[src/rtl/approx_max_pkg.sv]
// approx_max_pkg
// Shared definitions for the approximate N-operand maximum pipeline.
//   MAX_W          widest operand the key-mask helper supports
//   TIE_LOWER_IDX  key-tie rule: the candidate from the lower lane wins
//   mask_key()     clears the low t bits of a value to form its compare key
// The candidate record (value, idx, exact-max, trunc) depends on the module
// parameters, so its packed struct is declared inside approx_max_pipe. The
// node receives the same fields as plain ports.
package approx_max_pkg;

    localparam int MAX_W = 64;

    localparam bit TIE_LOWER_IDX = 1'b1;

    // Callers zero-extend their operand to MAX_W and truncate the result back.
    function automatic logic [MAX_W-1:0] mask_key(input logic [MAX_W-1:0] value,
                                                  input int unsigned     t);
        logic [MAX_W-1:0] low_bits;
        low_bits = (MAX_W'(1) << t) - MAX_W'(1);
        return value & ~low_bits;
    endfunction

endpackage

[src/rtl/approx_max_node.sv]
// approx_max_node
// Combinational two-candidate select for one tree node.
//   a_*    candidate from the lower-indexed subtree
//   b_*    candidate from the higher-indexed subtree
//   trunc  number of LSBs ignored when comparing keys (same for both sides)
//   y_*    winning value and index, plus the merged exact maximum
// The winner is chosen on masked keys. The exact maximum is merged from
// untruncated values, so the root can tell whether the approximation
// changed the answer.
module approx_max_node
    import approx_max_pkg::*;
#(
    parameter int W  = 8,
    parameter int IW = 2,
    parameter int TW = 3
) (
    input  logic [W-1:0]  a_value,
    input  logic [IW-1:0] a_idx,
    input  logic [W-1:0]  a_xmax,
    input  logic [W-1:0]  b_value,
    input  logic [IW-1:0] b_idx,
    input  logic [W-1:0]  b_xmax,
    input  logic [TW-1:0] trunc,
    output logic [W-1:0]  y_value,
    output logic [IW-1:0] y_idx,
    output logic [W-1:0]  y_xmax
);

    logic [W-1:0] key_a;
    logic [W-1:0] key_b;
    logic         take_b;

    always_comb begin
        key_a = W'(mask_key(MAX_W'(a_value), 32'(trunc)));
        key_b = W'(mask_key(MAX_W'(b_value), 32'(trunc)));
        // Side a always carries the lower lane indices, so a strict compare
        // makes a key tie resolve to the lower lane.
        if (TIE_LOWER_IDX) begin
            take_b = key_b > key_a;
        end else begin
            take_b = key_b >= key_a;
        end
        y_value = take_b ? b_value : a_value;
        y_idx   = take_b ? b_idx : a_idx;
        y_xmax  = (b_xmax > a_xmax) ? b_xmax : a_xmax;
    end

endmodule

[src/rtl/approx_max_pipe.sv]
// approx_max_pipe
// Pipelined N-operand maximum with a per-vector approximation level.
//   clk, rst_n           clock and asynchronous active-low reset
//   in_valid/in_ready    operand-vector handshake (lane i at in_data[i*W +: W])
//   in_trunc             LSBs to ignore in comparisons, travels with the vector
//   out_valid/out_ready  result handshake
//   out_max, out_idx     full-precision winning value and its lane
//   out_exact            winner equals the untruncated maximum
// The nodes are stored heap-style. Node 1 is the root, node j has children
// 2j and 2j+1, and heap positions N..2N-1 are the input lanes. Every node is
// registered, so latency is log2(N) cycles. A single enable advances all
// stages together.
module approx_max_pipe
    import approx_max_pkg::*;
#(
    parameter  int W  = 8,
    parameter  int N  = 4,
    localparam int IW = $clog2(N),
    localparam int TW = $clog2(W)
) (
    input  logic           clk,
    input  logic           rst_n,
    input  logic           in_valid,
    output logic           in_ready,
    input  logic [N*W-1:0] in_data,
    input  logic [TW-1:0]  in_trunc,
    output logic           out_valid,
    input  logic           out_ready,
    output logic [W-1:0]   out_max,
    output logic [IW-1:0]  out_idx,
    output logic           out_exact
);

    typedef struct packed {
        logic [W-1:0]  value;
        logic [IW-1:0] idx;
        logic [W-1:0]  xmax;
        logic [TW-1:0] trunc;
    } cand_t;

    cand_t         leaf   [N];
    cand_t         node_d [1:N-1];
    cand_t         node_q [1:N-1];
    logic [IW:1]   valid_d;
    logic [IW:1]   valid_q;
    logic [TW-1:0] t_eff;
    logic          en;

    assign out_valid = valid_q[IW];
    assign en        = ~out_valid | out_ready;
    assign in_ready  = en;

    // Build the leaf candidates. The truncation level is clamped so that at
    // least the MSB always takes part in the comparison.
    always_comb begin
        if (int'(in_trunc) > W - 1) begin
            t_eff = TW'(W - 1);
        end else begin
            t_eff = in_trunc;
        end
        for (int i = 0; i < N; i++) begin
            leaf[i].value = in_data[i*W +: W];
            leaf[i].idx   = IW'(i);
            leaf[i].xmax  = in_data[i*W +: W];
            leaf[i].trunc = t_eff;
        end
    end

    for (genvar j = 1; j < N; j++) begin : g_node
        cand_t         lc;
        logic [W-1:0]  rc_value;
        logic [IW-1:0] rc_idx;
        logic [W-1:0]  rc_xmax;
        logic [W-1:0]  y_value;
        logic [IW-1:0] y_idx;
        logic [W-1:0]  y_xmax;

        if (2 * j >= N) begin : g_from_leaf
            assign lc       = leaf[2*j-N];
            assign rc_value = leaf[2*j+1-N].value;
            assign rc_idx   = leaf[2*j+1-N].idx;
            assign rc_xmax  = leaf[2*j+1-N].xmax;
        end else begin : g_from_node
            assign lc       = node_q[2*j];
            assign rc_value = node_q[2*j+1].value;
            assign rc_idx   = node_q[2*j+1].idx;
            assign rc_xmax  = node_q[2*j+1].xmax;
        end

        approx_max_node #(
            .W  (W),
            .IW (IW),
            .TW (TW)
        ) u_node (
            .a_value (lc.value),
            .a_idx   (lc.idx),
            .a_xmax  (lc.xmax),
            .b_value (rc_value),
            .b_idx   (rc_idx),
            .b_xmax  (rc_xmax),
            .trunc   (lc.trunc),
            .y_value (y_value),
            .y_idx   (y_idx),
            .y_xmax  (y_xmax)
        );

        // Both children belong to the same vector, so the left child's trunc
        // is the vector's trunc.
        assign node_d[j] = '{value: y_value, idx: y_idx, xmax: y_xmax, trunc: lc.trunc};
    end

    // Stage valid bits shift only on enable. Bubbles move like data and are
    // never collapsed.
    always_comb begin
        valid_d = valid_q;
        if (en) begin
            valid_d[1] = in_valid;
            for (int k = 2; k <= IW; k++) begin
                valid_d[k] = valid_q[k-1];
            end
        end
    end

    always_ff @(posedge clk or negedge rst_n) begin
        if (!rst_n) begin
            valid_q <= '0;
            for (int j = 1; j < N; j++) begin
                node_q[j] <= '0;
            end
        end else begin
            valid_q <= valid_d;
            if (en) begin
                for (int j = 1; j < N; j++) begin
                    node_q[j] <= node_d[j];
                end
            end
        end
    end

    assign out_max   = node_q[1].value;
    assign out_idx   = node_q[1].idx;
    // Gate with valid so an empty root (all zeros) does not report exact.
    assign out_exact = out_valid & (node_q[1].value == node_q[1].xmax);

endmodule

[config.mk]
export PLATFORM = sky130hd
export DESIGN_NAME = approx_max_pipe
export DESIGN_NICKNAME = d
export VERILOG_FILES = /design/src/rtl/approx_max_pkg.sv /design/src/rtl/approx_max_node.sv /design/src/rtl/approx_max_pipe.sv
export SDC_FILE = /design/constraint.sdc
export NUM_CORES = 1
export LEC_CHECK = 0
export CAP_MARGIN = 0
export CORE_AREA = 2 2 101 103
export CTS_BUF_LIST = sky130_fd_sc_hd__clkbuf_4 sky130_fd_sc_hd__clkbuf_8
export DETAILED_ROUTE_END_ITERATION = 10
export DIE_AREA = 0 0 103 105
export DONT_BUFFER_PORTS = 1
export PLACE_DENSITY = 0.76
export SYNTH_ARGS = -nofsm -noshare
export SYNTH_HDL_FRONTEND = slang
export SYNTH_HIERARCHICAL = 1
export SYNTH_SLANG_ARGS = --single-unit
[constraint.sdc]
create_clock -name clk -period 2.4 [get_ports clk]
set_clock_uncertainty 0.2 [all_clocks]
set_input_delay 0.72 -clock clk [delete_from_list [all_inputs] [get_ports clk]]
set_output_delay 0.72 -clock clk [all_outputs]
set_load 0.005 [all_outputs]
==> flow_summary_export.csv <==
group,metric,value,unit
flow_run,cap_violations,0,
clocking,clkTransAtPathRegs,0.08,ns
timing,hold_viol_final,0,
synthesis,syn_area,4770,µm²
drt,wirelength,11800,µm
worst_setup_path,critPathArrivalTime,2.72,ns
cells_and_area,final_cell_mix,"98 x mux2_4, 56 x dfrtp_1, 34 x ha_1",
worst_setup_path,r2r-start,"g_node[1].lc[2]",
worst_setup_path,critPathTopFamily,"multiplexers",
timing,setup_viol,26,
timing,fmax,372,MHz
global_routing,antenna_found_initial,0,
power,leakage,0.00284,µW
clocking,cts_tree,"built",
global_routing,grt_pass1_vias,3396,
cells_and_area,syn2layout_area_growth,25.1,%
timing,finalCritPeriodShare,112,%
floorplanning,dieWidth,103,µm
floorplanning,initial_utilization,49.5,%
global_routing,track_usage,21.4,%
drt,first_pass_iters,4,
power,p_sw_share,30.2,%
worst_setup_path,crit_fanout,7,
power,ir_drop,0.000336,V
cells_and_area,diodes,0,
synthesis,synth_cells,408,
worst_setup_path,crit_slowest_cell,"dfrtp_2",
drt,route.detailed.drc,0,
outcome,violations,"negative setup slack",
worst_setup_path,max_stage_delay,0.51,ns
worst_setup_path,cp-start-kind,"flop",
drt,ant_nets,0,
timing,period_minus_slack,2.69,ns
placement,placedCellCount,555,
power,pwr_density_cell,847,nW/µm²
worst_setup_path,critical_path.endpoint_type,"flop",
cells_and_area,final_common_cell,"mux2_4",
drt,vias,3277,
floorplanning,ios,52,
worst_setup_path,rr_worst_depth,9,
floorplanning,rows,36,
cells_and_area,drive_above_1_share,52.4,%
worst_setup_path,startpoint,"g_node[1].lc[2]",
hold_path,min_path_type,"in2async",
global_routing,grt_pass1_wl,17800,µm
worst_setup_path,crit_buf_inv,1,
clocking,clock-sinks,59,
placement,dpl.hpwl,8290,µm
cells_and_area,fin_cells,583,
clocking,h-tree-depth,3,
timing,fin_ws,-0.289,ns
cells_and_area,fin_nets,532,
worst_setup_path,critPathMostFrequentCell,"mux2_4",
worst_setup_path,cp.depth,9,
drt,drtIter0Drc,193,
synthesis,ys_warn_count,6,
floorplanning,core_area,9640,µm²
global_routing,grt_max_degree,60,
clocking,clkLatencyLatePin,0.35,ns
synthesis,syn_area_per_cell,11.7,µm²
placement,port_buffers,0,
power,pwr-share-comb,44.0,%
timing,finalMaxSlewViolations,0,
synthesis,synthDistinctLibCells,25,
power,power_frac_seq,30.9,%
drt,avgRoutedWirePerCell,20.2,µm
timing,timing.setup.tns,-3.50,ns
cells_and_area,fillers,736,
worst_setup_path,worstPathCellList,"nand2_2 -> and2_1 -> ha_4 -> nand4_1 -> a21oi_2 -> o22ai_4 -> buf_12 -> mux2_4 -> mux2_4",
power,p_sw,1530,µW
worst_setup_path,setup.worst_path.end,"out_max[4]",
floorplanning,die-area,10800,µm²
power,p_clk_share,25.2,%
clocking,cts_buffers,9,
placement,place_congestion,0.864,
synthesis,yosysSeqAreaShare,30.9,%
clocking,clock-root-buffer,"clkbuf_8",
outcome,status,"complete, but fails checks",
floorplanning,die_height,105,µm
timing,rsz0062_at_grt,"yes",
clocking,ctsLongestPathBuffers,2,
power,cell_internal_pwr,3530,µW
global_routing,grt_overflow_total,0,
synthesis,synth_seq_cells,59,
worst_setup_path,r2r_slack,-0.29,ns
worst_setup_path,criticalPathCategory,"reg2reg",
worst_setup_path,required,2.43,ns
drt,vias_per_cell,5.62,
worst_setup_path,r2r_end,"out_max[4]",
## worst reg2reg max path: cells and delay by family, from the launching register on
kind | cells | cell delay (ns)
buffers and inverters | 1 | 0.16
DFF | 1 | 0.51
AOI/OAI and AO/OA | 2 | 0.36
muxes | 2 | 0.58
adders and majority gates | 1 | 0.28
and+or+nand+nor | 3 | 0.50
## Yosys cell counts
master | n | share of area (%)
dfrtp_1 | 59 | 31
mux2_4 | 58 | 18
mux2_2 | 54 | 13
ha_1 | 48 | 13
nand2_1 | 28 | 2.2
inv_1 | 27 | 2.1
a21oi_1 | 21 | 2.2
and2_1 | 18 | 2.4
nand4_1 | 13 | 1.7
buf_4 | 10 | 1.6
nor2b_1 | 9 | 1.2
o21ai_0 | 9 | 0.94
xnor2_1 | 8 | 1.5
a21oi_2 | 6 | 1.1
buf_12 | 6 | 2.5
o22ai_4 | 6 | 2.5
nand2b_1 | 5 | 0.66
nand3_1 | 4 | 0.42
nor3_1 | 4 | 0.42
clkbuf_1 | 3 | 0.24
nor2_1 | 3 | 0.24
o211ai_1 | 3 | 0.47
o211ai_2 | 3 | 0.79
conb_1 | 2 | 0.16
buf_6 | 1 | 0.24
## what timing repair did
action,CTS,global route
endpoints found under the setup margin,28,36
setup buffers,5,6
cloned,2,1
hold endpoints to repair,59,0
pin swaps,14,28
hold buffers,1,0
gates resized for setup,29,46
## power groups by stage
stage          registers, µW  clock network, µW  logic (µW)
2_1_floorplan           1460                  0        1610
3_3_place_gp            1550                  0        1790
3_5_place_dp            1560                  0        1850
4_1_cts                 1550               1280        2010
5_1_grt                 1600               1350        2370
6_report                1560               1270        2220
## cells by family (layout without fill, tap and decap cells)
kind of cell / after synthesis / in the layout / synth area share (%)
DFF: 59 / 59 / 30.9
xor gates and xnor gates: 8 / 8 / 1.47
and+or+nand+nor: 84 / 84 / 9.17
muxes: 112 / 112 / 31.0
AOI/OAI and AO/OA: 48 / 48 / 8.02
adders and majority gates: 48 / 48 / 12.6
buffers and inverters: 47 / 83 / 6.68
other: 2 / 8 / 0.157
## sequential cells by signal (all words and copies together), names as in the netlist
register / flops
valid_q: 2
g_node.lc: 21
g_node.rc_value: 8
node_q: 8
g_node.rc_idx: 2
out_max: 8
g_node.rc_xmax: 8
out_idx: 2
## worst min path at each step
stage | start | endpoint | slack (ns)
after CTS | rst_n | out_max[2] | 0.04
after global routing | rst_n | node_q[46] | 0.04
after floorplan | rst_n | g_node[1].lc[0] | 0.22
after global placement | rst_n | node_q[46] | 0.23
after detailed placement | rst_n | out_max[2] | 0.23
final | rst_n | node_q[46] | 0.03
## stage by stage
step	power, µW	instance area [µm²]	setup WS (ns)	hold slack [ns]	util [%]
global placement	3340	5200	-0.576	0.226	53.9
floorplan	3080	4980	-0.295	0.224	-
global route	5320	5970	-0.365	0.0370	62.0
CTS	4840	5690	-0.241	0.0383	59.0
finish	5060	5970	-0.289	0.0334	62.0
detailed placement	3410	5200	-0.603	0.226	53.9
## layer usage
layer / track usage, % / vias up / wire [µm]
met5: 0 / - / 0
met4: 6.77 / 0 / 228
met3: 3.81 / 23 / 534
met2: 35.5 / 95 / 5880
met1: 28.1 / 1637 / 5110
li1: - / 1522 / -
## cell type report
| type | count | area (µm²) | share of cell area (%) |
|---|---|---|---|
| clock buffers | 12 | 159 | 2.66 |
| clock inverters | 4 | 120 | 2.01 |
| inverters | 27 | 111 | 1.86 |
| multi-input cells | 308 | 3500 | 58.6 |
| flip-flops and latches | 59 | 1480 | 24.8 |
| well taps | 133 | 166 | 2.79 |
| repair buffers | 40 | 433 | 7.25 |
Power figures use the tool's default switching activity.
